**config.mk**
```make
export PLATFORM = sky130hd
export DESIGN_NAME = id_ex_multi_issue_flat
export DESIGN_NICKNAME = d
export VERILOG_FILES = /design/src/rtl/id_ex_multi_issue_pkg.sv /design/src/rtl/id_ex_multi_issue_if.sv /design/src/rtl/id_ex_multi_issue_issue_split_logic.sv /design/src/rtl/id_ex_multi_issue.sv /design/src/flat_wrapper.sv
export SDC_FILE = /design/constraint.sdc
export NUM_CORES = 1
export LEC_CHECK = 0
export BUFFER_PORTS_ARGS = -buffer_cell sky130_fd_sc_hd__buf_2
export CELL_PAD_IN_SITES_DETAIL_PLACEMENT = 1
export CELL_PAD_IN_SITES_GLOBAL_PLACEMENT = 1
export CORE_AREA = 2 2 281 283
export CTS_CLUSTER_SIZE = 16
export DETAILED_ROUTE_END_ITERATION = 7
export DIE_AREA = 0 0 283 285
export GPL_ROUTABILITY_DRIVEN = 1
export PLACE_DENSITY = 0.5
export SLEW_MARGIN = 10
export SYNTH_ARGS = -nofsm -noshare
export SYNTH_HDL_FRONTEND = slang
export SYNTH_SLANG_ARGS = --single-unit
```
**constraint.sdc**
```tcl
create_clock -name clk -period 5.4 [get_ports clk]
set_input_delay 0.81 -clock clk [delete_from_list [all_inputs] [get_ports clk]]
set_output_delay 0.81 -clock clk [all_outputs]
set_load 0.1 [all_outputs]
```
**src/rtl/id_ex_multi_issue_pkg.sv**
```systemverilog
// Shared definitions for the ID->EX multi-issue pipeline register.
package id_ex_multi_issue_pkg;

    localparam int LANES_DEF     = 2;
    localparam int PAYLOAD_W_DEF = 128;
    localparam int ADDR_W_DEF    = 5;
    localparam int PC_W_DEF      = 32;

    // Payload value loaded into EX when a lane is squashed by a flush.
    localparam logic [PAYLOAD_W_DEF-1:0] NOP_PAYLOAD = '0;

    // Low bit index of lane 'lane' in a flat vector of 'width'-bit lanes.
    function automatic int lane_lo(input int lane, input int width);
        return lane * width;
    endfunction

endpackage

```
**src/rtl/id_ex_multi_issue_if.sv**
```systemverilog
// ID-side bundle and EX-side registered lanes of the ID->EX boundary.
interface id_ex_multi_issue_if
    import id_ex_multi_issue_pkg::*;
#(
    parameter int LANES     = LANES_DEF,
    parameter int PAYLOAD_W = PAYLOAD_W_DEF,
    parameter int ADDR_W    = ADDR_W_DEF,
    parameter int PC_W      = PC_W_DEF
);

    logic [LANES-1:0]           id_valid;
    logic [LANES*PAYLOAD_W-1:0] id_payload;
    logic [LANES*PC_W-1:0]      id_pc;
    logic [LANES*ADDR_W-1:0]    id_rs1;
    logic [LANES*ADDR_W-1:0]    id_rs2;
    logic [LANES-1:0]           id_rs1_en;
    logic [LANES-1:0]           id_rs2_en;
    logic [LANES*ADDR_W-1:0]    id_rd;
    logic [LANES-1:0]           id_wreg;
    logic                       id_ready;

    logic [LANES-1:0]           ex_valid;
    logic [LANES*PAYLOAD_W-1:0] ex_payload;
    logic [LANES*PC_W-1:0]      ex_pc;
    logic [LANES*ADDR_W-1:0]    ex_rd;
    logic [LANES-1:0]           ex_wreg;

    // Decode stage side: presents the bundle, watches the handshake and EX lanes.
    modport master (
        output id_valid, id_payload, id_pc, id_rs1, id_rs2,
               id_rs1_en, id_rs2_en, id_rd, id_wreg,
        input  id_ready,
        input  ex_valid, ex_payload, ex_pc, ex_rd, ex_wreg
    );

    // Pipeline register side.
    modport slave (
        input  id_valid, id_payload, id_pc, id_rs1, id_rs2,
               id_rs1_en, id_rs2_en, id_rd, id_wreg,
        output id_ready,
        output ex_valid, ex_payload, ex_pc, ex_rd, ex_wreg
    );

endinterface

```
**src/rtl/id_ex_multi_issue_issue_split_logic.sv**
```systemverilog
// Combinational candidate / intra-bundle RAW / issue-set computation.
module issue_split_logic
    import id_ex_multi_issue_pkg::*;
#(
    parameter int LANES  = LANES_DEF,
    parameter int ADDR_W = ADDR_W_DEF
) (
    input  logic [LANES-1:0]        id_valid,
    input  logic [LANES-1:0]        done,
    input  logic [LANES*ADDR_W-1:0] rs1,
    input  logic [LANES*ADDR_W-1:0] rs2,
    input  logic [LANES-1:0]        rs1_en,
    input  logic [LANES-1:0]        rs2_en,
    input  logic [LANES*ADDR_W-1:0] rd,
    input  logic [LANES-1:0]        wreg,
    output logic [LANES-1:0]        cand,
    output logic [LANES-1:0]        issue,
    output logic                    all_issued
);

    logic [ADDR_W-1:0] rs1_l [LANES];
    logic [ADDR_W-1:0] rs2_l [LANES];
    logic [ADDR_W-1:0] rd_l  [LANES];
    logic [LANES-1:0]  dep;

    generate
        for (genvar gi = 0; gi < LANES; gi++) begin : g_slice
            assign rs1_l[gi] = rs1[lane_lo(gi, ADDR_W) +: ADDR_W];
            assign rs2_l[gi] = rs2[lane_lo(gi, ADDR_W) +: ADDR_W];
            assign rd_l[gi]  = rd[lane_lo(gi, ADDR_W) +: ADDR_W];
        end
    endgenerate

    assign cand = id_valid & ~done;

    // Lane k is dependent when an earlier pending lane writes a non-r0 register it reads.
    always_comb begin
        dep = '0;
        for (int k = 1; k < LANES; k++) begin
            for (int j = 0; j < k; j++) begin
                if (cand[k] && cand[j] && wreg[j] && (rd_l[j] != '0) &&
                    ((rs1_en[k] && (rs1_l[k] == rd_l[j])) ||
                     (rs2_en[k] && (rs2_l[k] == rd_l[j])))) begin
                    dep[k] = 1'b1;
                end
            end
        end
    end

    // Issue every pending lane below the first dependent one.
    always_comb begin
        logic blocked;
        blocked = 1'b0;
        issue   = '0;
        for (int k = 0; k < LANES; k++) begin
            if (dep[k]) begin
                blocked = 1'b1;
            end
            issue[k] = cand[k] & ~blocked;
        end
    end

    assign all_issued = (issue == cand);

endmodule

```
**src/rtl/id_ex_multi_issue.sv**
```systemverilog
// ID->EX pipeline register that splits bundles on intra-bundle RAW hazards.
module id_ex_multi_issue
    import id_ex_multi_issue_pkg::*;
#(
    parameter int LANES     = LANES_DEF,
    parameter int PAYLOAD_W = PAYLOAD_W_DEF,
    parameter int ADDR_W    = ADDR_W_DEF,
    parameter int PC_W      = PC_W_DEF
) (
    input  logic                clk,
    input  logic                rst,
    input  logic                excp_flush,
    input  logic                ertn_flush,
    input  logic                br_flush,
    input  logic                ex_stall,
    id_ex_multi_issue_if.slave  bus,
    output logic [31:0]         split_cnt
);

    logic [LANES-1:0]           ex_valid_reg,   ex_valid_next;
    logic [LANES-1:0]           ex_wreg_reg,    ex_wreg_next;
    logic [LANES*PAYLOAD_W-1:0] ex_payload_reg, ex_payload_next;
    logic [LANES*PC_W-1:0]      ex_pc_reg,      ex_pc_next;
    logic [LANES*ADDR_W-1:0]    ex_rd_reg,      ex_rd_next;
    logic [LANES-1:0]           done_reg,       done_next;
    logic [31:0]                split_cnt_reg;
    logic [31:0]                split_cnt_next;

    logic [LANES-1:0] cand;
    logic [LANES-1:0] issue;
    logic             all_issued;
    logic             any_flush;
    logic             ready;
    logic             split_event;

    issue_split_logic #(
        .LANES  (LANES),
        .ADDR_W (ADDR_W)
    ) u_split (
        .id_valid   (bus.id_valid),
        .done       (done_reg),
        .rs1        (bus.id_rs1),
        .rs2        (bus.id_rs2),
        .rs1_en     (bus.id_rs1_en),
        .rs2_en     (bus.id_rs2_en),
        .rd         (bus.id_rd),
        .wreg       (bus.id_wreg),
        .cand       (cand),
        .issue      (issue),
        .all_issued (all_issued)
    );

    // Exception/ertn and branch flush have identical effect here, so they merge.
    assign any_flush   = excp_flush | ertn_flush | br_flush;
    assign ready       = ~ex_stall & all_issued & ~any_flush;
    assign split_event = ~any_flush & ~ex_stall & ~ready;

    assign split_cnt_next = (split_event && (split_cnt_reg != 32'hFFFF_FFFF))
                            ? split_cnt_reg + 32'd1 : split_cnt_reg;

    // Next EX state and done mask: flush, then stall hold, then normal issue.
    always_comb begin
        ex_valid_next   = ex_valid_reg;
        ex_wreg_next    = ex_wreg_reg;
        ex_payload_next = ex_payload_reg;
        ex_pc_next      = ex_pc_reg;
        ex_rd_next      = ex_rd_reg;
        done_next       = done_reg;
        if (any_flush) begin
            ex_valid_next   = '0;
            ex_wreg_next    = '0;
            ex_payload_next = {LANES{PAYLOAD_W'(NOP_PAYLOAD)}};
            ex_pc_next      = '0;
            ex_rd_next      = '0;
            done_next       = '0;
        end else if (!ex_stall) begin
            ex_valid_next   = issue;
            ex_wreg_next    = bus.id_wreg & issue;
            ex_payload_next = bus.id_payload;
            ex_pc_next      = bus.id_pc;
            ex_rd_next      = bus.id_rd;
            done_next       = ready ? '0 : (done_reg | issue);
        end
    end

    // State registers with synchronous reset.
    always_ff @(posedge clk) begin
        if (rst) begin
            ex_valid_reg   <= '0;
            ex_wreg_reg    <= '0;
            ex_payload_reg <= '0;
            ex_pc_reg      <= '0;
            ex_rd_reg      <= '0;
            done_reg       <= '0;
            split_cnt_reg  <= '0;
        end else begin
            ex_valid_reg   <= ex_valid_next;
            ex_wreg_reg    <= ex_wreg_next;
            ex_payload_reg <= ex_payload_next;
            ex_pc_reg      <= ex_pc_next;
            ex_rd_reg      <= ex_rd_next;
            done_reg       <= done_next;
            split_cnt_reg  <= split_cnt_next;
        end
    end

    assign bus.id_ready   = ready;
    assign bus.ex_valid   = ex_valid_reg;
    assign bus.ex_wreg    = ex_wreg_reg;
    assign bus.ex_payload = ex_payload_reg;
    assign bus.ex_pc      = ex_pc_reg;
    assign bus.ex_rd      = ex_rd_reg;
    assign split_cnt      = split_cnt_reg;

endmodule

```
**src/flat_wrapper.sv**
```systemverilog
// flat-port wrapper written by rule: the top's interface ports become plain ports
module id_ex_multi_issue_flat import id_ex_multi_issue_pkg::*;
#(
    parameter int LANES     = LANES_DEF,
    parameter int PAYLOAD_W = PAYLOAD_W_DEF,
    parameter int ADDR_W    = ADDR_W_DEF,
    parameter int PC_W      = PC_W_DEF
)
  (clk, rst, excp_flush, ertn_flush, br_flush, ex_stall, split_cnt, bus_id_valid, bus_id_payload, bus_id_pc, bus_id_rs1, bus_id_rs2, bus_id_rs1_en, bus_id_rs2_en, bus_id_rd, bus_id_wreg, bus_id_ready, bus_ex_valid, bus_ex_payload, bus_ex_pc, bus_ex_rd, bus_ex_wreg);
  id_ex_multi_issue_if #(.LANES(LANES), .PAYLOAD_W(PAYLOAD_W), .ADDR_W(ADDR_W), .PC_W(PC_W)) bus_i ();
  input  logic clk;
  input  logic rst;
  input  logic excp_flush;
  input  logic ertn_flush;
  input  logic br_flush;
  input  logic ex_stall;
  output logic [31:0] split_cnt;
  input wire logic [$bits(bus_i.id_valid)-1:0] bus_id_valid;
  input wire logic [$bits(bus_i.id_payload)-1:0] bus_id_payload;
  input wire logic [$bits(bus_i.id_pc)-1:0] bus_id_pc;
  input wire logic [$bits(bus_i.id_rs1)-1:0] bus_id_rs1;
  input wire logic [$bits(bus_i.id_rs2)-1:0] bus_id_rs2;
  input wire logic [$bits(bus_i.id_rs1_en)-1:0] bus_id_rs1_en;
  input wire logic [$bits(bus_i.id_rs2_en)-1:0] bus_id_rs2_en;
  input wire logic [$bits(bus_i.id_rd)-1:0] bus_id_rd;
  input wire logic [$bits(bus_i.id_wreg)-1:0] bus_id_wreg;
  output wire logic [$bits(bus_i.id_ready)-1:0] bus_id_ready;
  output wire logic [$bits(bus_i.ex_valid)-1:0] bus_ex_valid;
  output wire logic [$bits(bus_i.ex_payload)-1:0] bus_ex_payload;
  output wire logic [$bits(bus_i.ex_pc)-1:0] bus_ex_pc;
  output wire logic [$bits(bus_i.ex_rd)-1:0] bus_ex_rd;
  output wire logic [$bits(bus_i.ex_wreg)-1:0] bus_ex_wreg;
  assign bus_i.id_valid = bus_id_valid;
  assign bus_i.id_payload = bus_id_payload;
  assign bus_i.id_pc = bus_id_pc;
  assign bus_i.id_rs1 = bus_id_rs1;
  assign bus_i.id_rs2 = bus_id_rs2;
  assign bus_i.id_rs1_en = bus_id_rs1_en;
  assign bus_i.id_rs2_en = bus_id_rs2_en;
  assign bus_i.id_rd = bus_id_rd;
  assign bus_i.id_wreg = bus_id_wreg;
  assign bus_id_ready = bus_i.id_ready;
  assign bus_ex_valid = bus_i.ex_valid;
  assign bus_ex_payload = bus_i.ex_payload;
  assign bus_ex_pc = bus_i.ex_pc;
  assign bus_ex_rd = bus_i.ex_rd;
  assign bus_ex_wreg = bus_i.ex_wreg;
  id_ex_multi_issue #(.LANES(LANES), .PAYLOAD_W(PAYLOAD_W), .ADDR_W(ADDR_W), .PC_W(PC_W)) u_core (.clk(clk), .rst(rst), .excp_flush(excp_flush), .ertn_flush(ertn_flush), .br_flush(br_flush), .ex_stall(ex_stall), .bus(bus_i), .split_cnt(split_cnt));
endmodule
```
Yosys cells after proc, flatten, opt, wreduce, memory -nomap -nowiden
Index checks and enable logic that the tools add are counted.

Flip-flop bits (word level): 368. Bits of input ports: 364. Output and inout port bits: 367. Word-level logic and storage cells: 40.

Add/subtract/negate cells: 1. Eq/ne operators: 4. Mux-type cells: 3. Bitwise operators: 15. Reductions and logical operators: 10.

Operator list (number): $add A32 B1 Y32 const B (1); $ne A32 B32 Y1 const B (1); $eq A5 B5 Y1 (2); $logic_and A1 B1 Y1 (7); $and A1 B1 Y1 (5); $reduce_bool A5 Y1 (1); $and A2 B2 Y2 (2); $not A1 Y1 (4); $mux W1 (2); $mux W2 (1); $not A2 Y2 (1); $or A1 B1 Y1 (2); $or A2 B2 Y2 (1); $reduce_or A2 Y1 (1); $eq A1 B1 Y1 (1); $logic_or A1 B1 Y1 (1).

Longest topological paths before layout
Depth in word-level cells: 16. Gate-level depth with buffers: 8. Mapped depth without buffers: 7.

Hierarchy
Synthesis repeated with hierarchy kept, for this count alone.

Cell total of the unflattened synthesis: 1310. Area, all modules: 13479.2 um^2.

By module, submodules not included: id_ex_multi_issue (instances 1, cells each 1286, area each 13315.3 um^2, seq. area each 7367.1 um^2); issue_split_logic (instances 1, cells each 24, area each 163.9 um^2, seq. area each 0.0 um^2).

Least setup slack after synthesis
Ideal clock, no wire load.

Path type: input to output. Start: input bus_id_rs2[9]. End: output bus_id_ready. Arrival time: 4.756 ns. Data required time: 4.590 ns. Setup slack: -0.166 ns. Stages on the path: 6. Path buffers: 1. Cells stage by stage: xnor2_1 > nand4_1 > o22ai_2 > clkbuf_1 > a21oi_1 > nor4b_1.

Longest elaborated chain between the ends: 11.

RTL lines: start, declared (line flat_wrapper.sv:22) `input wire logic [$bits(bus_i.id_rs2)-1:0] bus_id_rs2;`; $eq A5 B5 Y1 (line id_ex_multi_issue_issue_split_logic.sv:43) `(rs2_en[k] && (rs2_l[k] == rd_l[j])))) begin`; $logic_and A1 B1 Y1 (line id_ex_multi_issue_issue_split_logic.sv:43); $logic_or A1 B1 Y1 (line id_ex_multi_issue_issue_split_logic.sv:42) `((rs1_en[k] && (rs1_l[k] == rd_l[j])) ||`; $logic_and A1 B1 Y1 (line id_ex_multi_issue_issue_split_logic.sv:41) `if (cand[k] && cand[j] && wreg[j] && (rd_l[j] != '0) &&`; $mux W1 (line id_ex_multi_issue_issue_split_logic.sv:41); $mux W1 (line id_ex_multi_issue_issue_split_logic.sv:56) `if (dep[k]) begin`; $not A1 Y1 (line id_ex_multi_issue_issue_split_logic.sv:59) `issue[k] = cand[k] & ~blocked;`; $and A1 B1 Y1 (line id_ex_multi_issue_issue_split_logic.sv:59); $eq A1 B1 Y1 (line id_ex_multi_issue_issue_split_logic.sv:63) `assign all_issued = (issue == cand);`; $and A1 B1 Y1 (2 in a row) (line id_ex_multi_issue.sv:55) `assign ready = ~ex_stall & all_issued & ~any_flush;`; end, declared (line flat_wrapper.sv:27) `output wire logic [$bits(bus_i.id_ready)-1:0] bus_id_ready;`.

No other way between the ends.

Worst setup path after layout
Start: input bus_id_rd[2]. End: output bus_id_ready.

Longest elaborated chain between the ends: 11. Elaborated cells between the ends (all ways): 15. Classes of those cells: eq/ne: 3; mux: 2; bitwise: 4; reduce/logical: 6.

RTL lines: start, declared (line flat_wrapper.sv:25) `input wire logic [$bits(bus_i.id_rd)-1:0] bus_id_rd;`; $eq A5 B5 Y1, on equally long branches (line id_ex_multi_issue_issue_split_logic.sv:42, id_ex_multi_issue_issue_split_logic.sv:43); $logic_and A1 B1 Y1, on equally long branches (line id_ex_multi_issue_issue_split_logic.sv:42, id_ex_multi_issue_issue_split_logic.sv:43); $logic_or A1 B1 Y1 (line id_ex_multi_issue_issue_split_logic.sv:42); $logic_and A1 B1 Y1 * (line id_ex_multi_issue_issue_split_logic.sv:41); $mux W1 * (line id_ex_multi_issue_issue_split_logic.sv:41); $mux W1 * (line id_ex_multi_issue_issue_split_logic.sv:56); $not A1 Y1 * (line id_ex_multi_issue_issue_split_logic.sv:59); $and A1 B1 Y1 * (line id_ex_multi_issue_issue_split_logic.sv:59); $eq A1 B1 Y1 * (line id_ex_multi_issue_issue_split_logic.sv:63); $and A1 B1 Y1 * (2 in a row) (line id_ex_multi_issue.sv:55).

Every way passes the cells marked *; elsewhere a longest branch is shown, timed or not.

==> out/qor.txt <==
drt wl/cell - 17.1 microns
fin crit period - 3.73 ns
Syn Inst Count - 1,320
htree depth - 2
Die ar. - 80,700 sq um
CTS tree - built
CTS max path bufs - 3
Fmax achieved - 268 MHz
Chip Width - 283 microns
Slew Limit Fails - 0
most common cell in the synthesized netlist - dfxtp_1
fillers - 9,207
Hold Fails Final Rpt - 0
Area contributors post-synth - dfxtp_1, mux2i_1, nor2_1, clkbuf_1, nand4_1
hold buffer count at cts - 0
first-pass GRT wire length - 78,100 microns
clock root cell - clkbuf_16
remaining antenna violation count after routing - 0
Synth top area share - 54.5%
FP Rows - 103
run status - finished, final reports clean
CP required - 4.59 ns
drt first-iter violations - 246
cell area after synthesis - 13,500 sq um
Multi-input gate area - 5830 sq um
max reg flops - 256
Finished Core Util - 25.2%
Synthesized Nets - 1,685
DR vias - 12,136
largest net degree at the start of global routing - 126
final setup violation count - 0
Max FO, Critical Path - 15
cell area after layout - 19,600 sq um
Placeable Area - 78,000 sq um
Slew @ Worst Pin - 0.975 ns
Setup CP Type - in2out
Clock Sink Count - 368
Vias/cell - 3.92
post_cts resized - 0
drc violations - 0
TritonRoute pass-1 iters - 4
Pwr per Cell Area - 319 nW/um^2
worst min path class - in2reg
worst path cell trace - buf_2 > xnor2_1 > nand4_1 > o22ai_2 > a21oi_1 > nor4b_2 > buf_2
commonest cells in the netlist - dfxtp_1, nor2_1, mux2i_1
Final Instance Count excl. Fillers - 3,098
postcts setup bufs - 0
Post-Route Skew - 0.00738 ns
critical path's largest stage delay - 0.50 ns
synth warn - 0
EDFF count, synth - 0
CP bufs+invs - 2
clock insertion delay at the later pin of the skew report - 0.55 ns
vias in the first global route - 12,769
layout cell share with drive strength beyond 1 - 39.2%
register clock-pin slew on the reported worst setup and hold paths - 0.06 ns
Final HPWL DP - 40,000 microns
unrepaired setup endpoints after global routing - false
library cells used by synthesis - 43
CP Capture Type - output port
max-cap check violation count - 0
placed inst area - 18,200 sq um
fin nets - 2,373
Overall Power - 0.00626 W
height of the chip - 285 microns
crit path DAT - 2.92 ns
area grow syn2layout - 45.3%
antenna violations before repair - 7
Pleak - 9.70 nW
period utilization - 69.1%
top_reg_cell synth - dfxtp_1
GRT overflow - 0
Post-Place Cells - 3,011
Routed WL - 52,800 microns
critical path's most frequent cell - buf_2
async set or reset register ratio after synthesis - 0%
IO Port Bufs - 718
Top delay family on crit path - compound AO/OA/AOI/OAI gates
TritonCTS Buffers - 45
CP Launch Type - input pin
area of all sequential standard cells - 7370 sq um
worst rel slew slack - 35.0%
area leader, netlist - dfxtp_1
Worst VDD drop - 0.000225 V
Seq cells post-synth - 368
Max stage delay cell, worst path - buf_2
setup TNS - 0 ns
syn avg cell area - 10.2 sq um
routability cong. - 0.847
I/O pin count - 731
Initial Util - 17.3%
Seq/Total Area, Yosys - 54.5%
Total Routing Usage GR - 12.4%
area by class of cell:
| class | count | share of cell area (%) |
|---|---|---|
| Clock buffer | 70 | 6.73 |
| Antenna cell | 6 | 0.0765 |
| Multi-Input combinational cell | 865 | 29.7 |
| Sequential cell | 368 | 37.5 |
| Clock inverter | 11 | 0.350 |
| Timing Repair Buffer | 724 | 18.9 |
| Tap cell | 1050 | 6.69 |
| Inverter | 4 | 0.0765 |
report_power, final:
group	total, W	internal (W)	switching, W
sequential	0.00276	0.00274	0.0000135
combinational	0.000626	0.000227	0.000399
clock	0.00288	0.00168	0.00120
metrics by stage:
stage               hold WS [ns]  worst slack (ns)
global placement           0.467              1.70
CTS                        0.422              1.65
global route               0.445              1.60
detailed placement         0.474              1.67
floorplan                  0.466              1.25
finish                     0.475              1.67
kinds of logic (layout without fill, tap and decap cells):
| group | after synthesis | after routing | share of synthesized area, % |
|---|---|---|---|
| AND/OR/NAND/NOR | 471 | 471 | 14.9 |
| flip-flops | 368 | 368 | 54.5 |
| multiplexers | 337 | 337 | 25.0 |
| buffers and inverters | 87 | 809 | 2.48 |
| AO/OA/AOI/OAI | 36 | 36 | 1.76 |
| XOR/XNOR | 20 | 20 | 1.30 |
| adder cells (fa/ha/maj) | 1 | 1 | 0.0925 |
| other | 0 | 6 | 0 |
placed cells by master (no fill, tap or decap), types with 6 or more instances in the layout:
| cell type | count |
|---|---|
| a21oi_1 | 13 |
| buf_2 | 717 |
| clkbuf_1 | 16 |
| clkbuf_16 | 46 |
| clkbuf_8 | 8 |
| clkinv_2 | 9 |
| dfxtp_1 | 368 |
| diode_2 | 6 |
| mux2i_1 | 331 |
| nand2_1 | 21 |
| nand3_1 | 14 |
| nand4_1 | 17 |
| nor2_1 | 367 |
| nor2b_1 | 10 |
| o21ai_0 | 10 |
| or3_1 | 6 |
| or4_1 | 9 |
| xnor2_1 | 10 |
| xor2_1 | 10 |
routing by layer:
layer | routed length (microns) | part of all wire (%) | GRT usage (%)
met5 | 13 | 0.025 | 0
met4 | 1140 | 2.2 | 3.74
met3 | 4440 | 8.4 | 4.64
met2 | 27400 | 52 | 22.8
met1 | 19900 | 38 | 13.0
worst reg2reg max path, cell delays in order, from the launching register on:
cell and delay (ns):
dfxtp_1 0.45, nand4_1 0.29, nor4_2 0.60, nand4_1 0.40
nor3_1 0.28, mux2_1 0.34
path summary, 6_finish.rpt:
check / start / end / slack, ns / cells past startpoint
max: bus_id_rd[2] / bus_id_ready / 1.67 / 7
min: bus_id_pc[36] / u_core.bus.ex_pc[36] / 0.48 / 3
max reg2reg: u_core.split_cnt[17] / u_core.split_cnt[30] / 2.93 / 5
min reg2reg: u_core.bus.ex_wreg[0] / u_core.bus.ex_wreg[0] / 0.48 / 2
Note: power is estimated with default switching activity, not from simulation.
